--- src/rtl/reu_pkg.sv ---
// REU DMA sequencer shared types.
// Transfer type encodings and sequencer states.
package reu_pkg;

  typedef enum logic [1:0] {
    TT_STASH  = 2'b00,
    TT_FETCH  = 2'b01,
    TT_RSVD   = 2'b10,
    TT_VERIFY = 2'b11
  } ttype_e;

  typedef enum logic [2:0] {
    ST_IDLE,
    ST_PRIME,
    ST_XFER,
    ST_DRAIN,
    ST_DONE
  } seq_e;

endpackage

--- src/rtl/reu_phi2_edge.sv ---
// PHI2 synchroniser for the C8M domain.
// Two sync flops plus one history flop give rise/fall strobes.
module reu_phi2_edge (
  input  logic clk,
  input  logic rst_n,
  input  logic phi2,
  output logic rise,
  output logic fall
);

  logic [2:0] sh;

  // shift PHI2 through sync and history stages
  always_ff @(posedge clk or negedge rst_n) begin
    if (!rst_n) sh <= '0;
    else        sh <= {sh[1:0], phi2};
  end

  assign rise = sh[1] & ~sh[2];
  assign fall = ~sh[1] & sh[2];

endmodule

--- src/rtl/reu_dma_seq.sv ---
// REU DMA sequencer: steps C64/REU/length counters per PHI2
// and issues SDRAM commands plus C64 bus controls.
module reu_dma_seq
  import reu_pkg::*;
#(
  parameter int AW = 24
) (
  input  logic        C8M,
  input  logic        nRESET,
  input  logic        PHI2,
  input  logic        GO,
  input  logic [1:0]  TTYPE,
  input  logic        AUTOLOAD,
  input  logic        FIXC64,
  input  logic        FIXREU,
  input  logic [15:0] C64BASE,
  input  logic [23:0] REUBASE,
  input  logic [15:0] LENBASE,
  input  logic        BA,
  input  logic [7:0]  D64,
  input  logic [7:0]  RDD,
  output logic        RDCMD,
  output logic        WRCMD,
  output logic [23:0] A,
  output logic [15:0] C64A,
  output logic        C64WE,
  output logic        nDMA,
  output logic        BUSY,
  output logic        DONE,
  output logic        VERR,
  output logic [15:0] CURC64,
  output logic [23:0] CURREU,
  output logic [15:0] CURLEN
);

  localparam logic [AW-1:0] REU_ONE = AW'(1);

  seq_e          state, nstate;
  ttype_e        tt, tt_in;
  logic          rise, fall;
  logic          pend, start, vchk, mism, act, last;
  logic          autold, fixc, fixr;
  logic [15:0]   c64c, lenc;
  logic [AW-1:0] reuc;
  logic          n_rd, n_wr, n_we, n_ndma, n_busy;
  logic [23:0]   n_a;
  logic [15:0]   n_c64a;

  reu_phi2_edge u_edge (
    .clk   (C8M),
    .rst_n (nRESET),
    .phi2  (PHI2),
    .rise  (rise),
    .fall  (fall)
  );

  assign tt_in = ttype_e'(TTYPE);
  assign start = pend | GO;
  assign act   = (state == ST_XFER) && BA;
  assign last  = (lenc == 16'd1);
  assign mism  = fall && vchk && (D64 != RDD);

  assign CURC64 = c64c;
  assign CURREU = 24'(reuc);
  assign CURLEN = lenc;

  // state register
  always_ff @(posedge C8M or negedge nRESET) begin
    if (!nRESET) state <= ST_IDLE;
    else         state <= nstate;
  end

  // next-state: PHI2-rise stepping, verify abort on PHI2 fall
  always_comb begin
    nstate = state;
    if (mism) begin
      nstate = ST_DONE;
    end else if (rise) begin
      unique case (state)
        ST_IDLE: begin
          if (start) begin
            unique case (1'b1)
              tt_in == TT_STASH: nstate = ST_XFER;
              tt_in == TT_RSVD:  nstate = ST_DONE;
              default:           nstate = ST_PRIME;
            endcase
          end
        end
        ST_PRIME: nstate = ST_XFER;
        ST_XFER: begin
          if (BA && last)
            nstate = (tt == TT_STASH) ? ST_DRAIN : ST_DONE;
        end
        ST_DRAIN: nstate = ST_DONE;
        ST_DONE:  nstate = ST_IDLE;
        default:  nstate = ST_IDLE;
      endcase
    end
  end

  // output values to be latched at the next PHI2 rise
  always_comb begin
    n_rd   = 1'b0;
    n_wr   = 1'b0;
    n_we   = 1'b0;
    n_a    = A;
    n_c64a = C64A;
    n_ndma = nDMA;
    n_busy = BUSY;
    unique case (state)
      ST_IDLE: begin
        if (start) begin
          n_ndma = 1'b0;
          n_busy = 1'b1;
        end
      end
      ST_PRIME: begin
        n_rd = 1'b1;
        n_a  = 24'(reuc);
      end
      ST_XFER: begin
        if (BA) begin
          n_c64a = c64c;
          if (tt == TT_STASH) begin
            n_wr = 1'b1;
            n_a  = 24'(reuc);
          end else begin
            n_we = (tt == TT_FETCH);
            if (!last) begin
              n_rd = 1'b1;
              n_a  = 24'(reuc);
            end
          end
        end
      end
      ST_DRAIN: n_wr = 1'b1;
      ST_DONE: begin
        n_ndma = 1'b1;
        n_busy = 1'b0;
      end
      default: ;
    endcase
  end

  // registered outputs, DONE pulse and sticky verify error
  always_ff @(posedge C8M or negedge nRESET) begin
    if (!nRESET) begin
      RDCMD <= 1'b0;
      WRCMD <= 1'b0;
      C64WE <= 1'b0;
      A     <= '0;
      C64A  <= '0;
      nDMA  <= 1'b1;
      BUSY  <= 1'b0;
      DONE  <= 1'b0;
      VERR  <= 1'b0;
    end else begin
      DONE <= rise && (state == ST_DONE);
      if (rise) begin
        RDCMD <= n_rd;
        WRCMD <= n_wr;
        C64WE <= n_we;
        A     <= n_a;
        C64A  <= n_c64a;
        nDMA  <= n_ndma;
        BUSY  <= n_busy;
        if (state == ST_IDLE && start) VERR <= 1'b0;
      end else if (mism) begin
        VERR <= 1'b1;
      end
    end
  end

  // start request latch and verify-compare arm flag
  always_ff @(posedge C8M or negedge nRESET) begin
    if (!nRESET) begin
      pend <= 1'b0;
      vchk <= 1'b0;
    end else begin
      if (rise && state == ST_IDLE) pend <= 1'b0;
      else if (GO && state == ST_IDLE) pend <= 1'b1;
      if (rise) vchk <= act && (tt == TT_VERIFY);
      else if (fall) vchk <= 1'b0;
    end
  end

  // address and length counters, options captured at start
  always_ff @(posedge C8M or negedge nRESET) begin
    if (!nRESET) begin
      c64c   <= '0;
      reuc   <= '0;
      lenc   <= '0;
      tt     <= TT_STASH;
      autold <= 1'b0;
      fixc   <= 1'b0;
      fixr   <= 1'b0;
    end else if (rise) begin
      unique case (state)
        ST_IDLE: begin
          if (start) begin
            c64c   <= C64BASE;
            reuc   <= REUBASE[AW-1:0];
            lenc   <= LENBASE;
            tt     <= tt_in;
            autold <= AUTOLOAD;
            fixc   <= FIXC64;
            fixr   <= FIXREU;
          end
        end
        ST_PRIME: begin
          if (!fixr) reuc <= reuc + REU_ONE;
        end
        ST_XFER: begin
          if (BA) begin
            lenc <= lenc - 16'd1;
            if (!fixc) c64c <= c64c + 16'd1;
            if (!fixr && (tt == TT_STASH || !last))
              reuc <= reuc + REU_ONE;
          end
        end
        ST_DONE: begin
          if (autold) begin
            c64c <= C64BASE;
            reuc <= REUBASE[AW-1:0];
            lenc <= LENBASE;
          end
        end
        default: ;
      endcase
    end
  end

endmodule

--- config.mk ---
export PLATFORM = sky130hd
export DESIGN_NAME = reu_dma_seq
export DESIGN_NICKNAME = d
export VERILOG_FILES = /design/src/rtl/reu_pkg.sv /design/src/rtl/reu_phi2_edge.sv /design/src/rtl/reu_dma_seq.sv
export SDC_FILE = /design/constraint.sdc
export NUM_CORES = 1
export LEC_CHECK = 0
export ABC_CLOCK_PERIOD_IN_PS = 2200
export CORE_MARGIN = 3
export CORE_UTILIZATION = 44
export CTS_BUF_LIST = sky130_fd_sc_hd__clkbuf_8
export CTS_CLUSTER_DIAMETER = 150
export DETAILED_ROUTE_END_ITERATION = 10
export PLACE_DENSITY_LB_ADDON = 0.1
export SETUP_SLACK_MARGIN = 0.5
export SLEW_MARGIN = 0
export SYNTH_ARGS = -nofsm -noshare
export SYNTH_HDL_FRONTEND = slang
export SYNTH_HIERARCHICAL = 1
export SYNTH_SLANG_ARGS = --single-unit
--- constraint.sdc ---
create_clock -name C8M -period 2.2 [get_ports C8M]
set_input_delay 0.44 -clock C8M [delete_from_list [all_inputs] [get_ports C8M]]
set_output_delay 0.44 -clock C8M [all_outputs]
set_load 0.05 [all_outputs]
==> run_results.csv <==
group,metric,value,unit
detailed_routing,drtIter0Drc,645,
sta,fin_skew,8.94,ps
global_route,antenna_found_initial,0,
layout,stdcell_area,10000,um^2
setup_path,arrival,2510,ps
clock_network,clkLatencyLatePin,440,ps
global_route,grt_max_degree,61,
detailed_routing,wl_per_cell,20.1,um
yosys,synthFlopType,"dfrtp_1",
global_route,first_global_vias,6128,
placed_design,hpwl,12500,um
setup_path,worstSetupEndpointType,"register",
layout,nets,958,
floorplan,die_h,123,um
detailed_routing,ant_nets,0,
clock_network,clock_sinks,116,
run,maxCapViolCount,0,
sta,period_share,99.4,%
sta,clock.fmax,457,MHz
yosys,synth_area,6040,um^2
placed_design,pre_cts_ws,-2.98,ps
detailed_routing,drcViolationCount,0,
sta,layout_setup_ws,13.6,ps
setup_path,r2r-start,"CURLEN[9]",
detailed_routing,drt-total-wl,21300,um
yosys,synth_top_area_share,47.6,%
detailed_routing,vias,6262,
yosys,postSynthCellCount,618,
sta,final_hold_viol_count,0,
setup_path,cpMaxStageDelayCell,"dfrtp_2",
detailed_routing,drt-vias-per-instance,5.91,
yosys,ys_seq_area_share,48.1,%
power,vdd_drop_max,0.00125,V
setup_path,critPathTopFamily,"simple AND/OR/NAND/NOR gates",
placed_design,place_area,8380,um^2
yosys,synth_nets,704,
worst_hold_path,hp-class,"in2async",
power,p_per_area,1520,nW/um^2
setup_path,worst-path-buf-inv,1,
yosys,synth_edf_count,0,
yosys,async_reset_ff_share,100,%
setup_path,cp-startpoint,"CURLEN[9]",
status,outcome,"finished, final reports clean",
placed_design,gp_congestion,0.845,
global_route,grt_first_pass_wirelength,30800,um
yosys,synth_cell_types,59,
clock_network,clk_pin_slew,70,ps
yosys,yosysTopAreaCell,"dfrtp_1",
layout,n_fill_cell,932,
sta,relSlewSlack,72.5,%
floorplan,rows,42,
floorplan,die_area,15200,um^2
clock_network,clk_path_buf_depth,2,
global_route,track_usage,26.0,%
layout,fin_cells,1060,
yosys,ys_warn_count,6,
setup_path,cp_cell_sequence,"nor4_4 -> nand4b_1 -> nor4_4 -> a211o_4 -> clkbuf_16 -> mux2_1",
clock_network,cts_buffers,17,
clock_network,tritoncts,"built",
placed_design,port_buffers,184,
detailed_routing,dr.pass1.iters,5,
layout,drive_gt1_share,44.2,%
power,power_leakage,4.13,nW
yosys,synth_seq_cells,116,
layout,syn_to_final_growth,66.2,%
sta,setup_violations,0,
clock_network,htree_levels,4,
setup_path,critPathMaxFanout,12,
floorplan,start_util,45.3,%
power,finalPower,15.2,mW
floorplan,ioPinCount,185,
setup_path,critPathRequiredTime,2520,ps
yosys,synth_area_leaders,"dfrtp_1 (48%), mux2_2 (4.5%), mux2_1 (3.7%)",
sta,grt_setup_unrepaired,"true",
placed_design,placed_cells,969,
sta,tns,0,ps
setup_path,crit_top_cell,"nor4_4",
floorplan,core,13300,um^2
sta,worst_pin_slew,411,ps
setup_path,start_kind,"register",
setup_path,worstSetupPathType,"reg2reg",
clock_network,root_buffer,"clkbuf_8",
layout,antennaDiodeCount,0,
global_route,gr-total-overflow,0,
setup_path,max_stage_delay,450,ps
yosys,syn_avg_cell_area,9.78,um^2
floorplan,die_w,123,um
sta,maxSlewViolCount,0,
sta,finalCriticalPeriod,2190,ps
-- metal layers --
metal	up-vias	share of wire [%]	track usage [%]
li1	2818	-	-
met1	3094	40	32.8
met2	309	51	42.8
met3	41	7.2	5.76
met4	0	2.1	11.2
met5	-	0	0
-- flip-flops by register name, summed over array words and instances (netlist names), 2 cells and up --
signal     flops
A             24
C64A          16
CURC64        16
CURLEN        16
CURREU        24
state          3
tt             2
u_edge/sh      3
-- cell usage after synthesis, drive strengths merged (2+ instances only) --
master / n
o31ai: 5
dfrtp: 115
a211o: 2
o21ai: 39
nor4: 9
o22a: 8
o211ai: 2
mux2: 44
nor2: 56
a21oi: 41
nor3b: 4
nor3: 23
mux2i: 5
a41o: 2
nor2b: 3
nand3: 21
a22oi: 5
buf: 13
nand4b: 2
clkbuf: 26
a21boi: 2
inv: 10
a32oi: 2
and3: 13
o32ai: 3
nand4: 8
a31oi: 13
nand2: 50
o31a: 3
a2bb2oi: 21
o2bb2ai: 5
o22ai: 17
nand2b: 4
ha: 4
o221ai: 2
or2: 2
xnor2: 9
and2: 4
a21o: 3
a211oi: 7
and4: 2
-- power by group --
group / internal, mW / total, mW / switching (mW)
Combinational: 3.30 / 9.25 / 5.95
Clock: 0.827 / 1.66 / 0.828
Sequential: 3.17 / 4.32 / 1.15
-- layout make-up --
class / count / area [um^2] / share of cell area [%]
Inverter: 10 / 37.5 / 0.374
Multi-Input combinational cell: 454 / 3680 / 36.7
Timing Repair Buffer: 273 / 2830 / 28.2
Tap cell: 176 / 220 / 2.19
Clock buffer: 20 / 275 / 2.74
Sequential cell: 116 / 2950 / 29.4
Clock inverter: 11 / 48.8 / 0.486
-- per-stage QoR --
step           hold WS, ps  utilization (%)
2_1_floorplan          144                -
3_3_place_gp           246             62.7
3_5_place_dp           245             62.7
4_1_cts                321             70.3
5_1_grt                336             75.3
6_report               342             75.3
-- final timing paths --
path	endpoint	slack, ps	cells past startpoint
hold / removal	CURLEN[0]	340	2
setup reg to reg	A[9]	10	6
hold reg to reg	u_edge/sh[1]	350	0
max in group asynchronous	CURREU[7]	1310	3
min in group C8M	u_edge/sh[1]	350	0
setup / recovery	A[9]	10	6
-- worst register-to-register path, delay by kind of cell (launching register included) --
family | cells | cell delay (ps)
and+or+nand+nor | 3 | 900
DFF | 1 | 450
muxes | 1 | 330
AOI/OAI and AO/OA | 1 | 200
buffers and inverters | 1 | 190
-- cell usage in the layout, fill, tap and decap left out, drive strengths merged, types with 15 or more instances in the layout --
cell	count
clkdlybuf4s15	50
nand3	21
clkdlybuf4s50	80
o21ai	39
mux2	44
nor2	56
o22ai	17
nand2	50
clkbuf	29
buf	131
inv	15
a2bb2oi	21
nor3	23
dfrtp	115
a21oi	41
-- cells by family (layout without fill, tap and decap cells) --
family | Yosys count | after routing | share of synthesized area [%]
AO/OA/AOI/OAI | 187 | 187 | 20.5
XOR/XNOR | 9 | 9 | 1.30
adder cells (fa/ha/maj) | 4 | 4 | 0.828
buffers and inverters | 49 | 314 | 3.50
flip-flops | 116 | 116 | 48.1
multiplexers | 49 | 49 | 9.03
AND/OR/NAND/NOR | 204 | 205 | 16.8
-- what timing repair did --
action / 4_1_cts / 5_1_grt
endpoints found under the hold margin: 1 / 0
cloned: 10 / 4
hold buffers: 1 / 0
pin swaps: 33 / 40
setup endpoints to repair: 203 / 132
gates resized for setup: 480 / 163
setup buffers: 27 / 18
No activity file was read; power rests on OpenSTA's default activity.
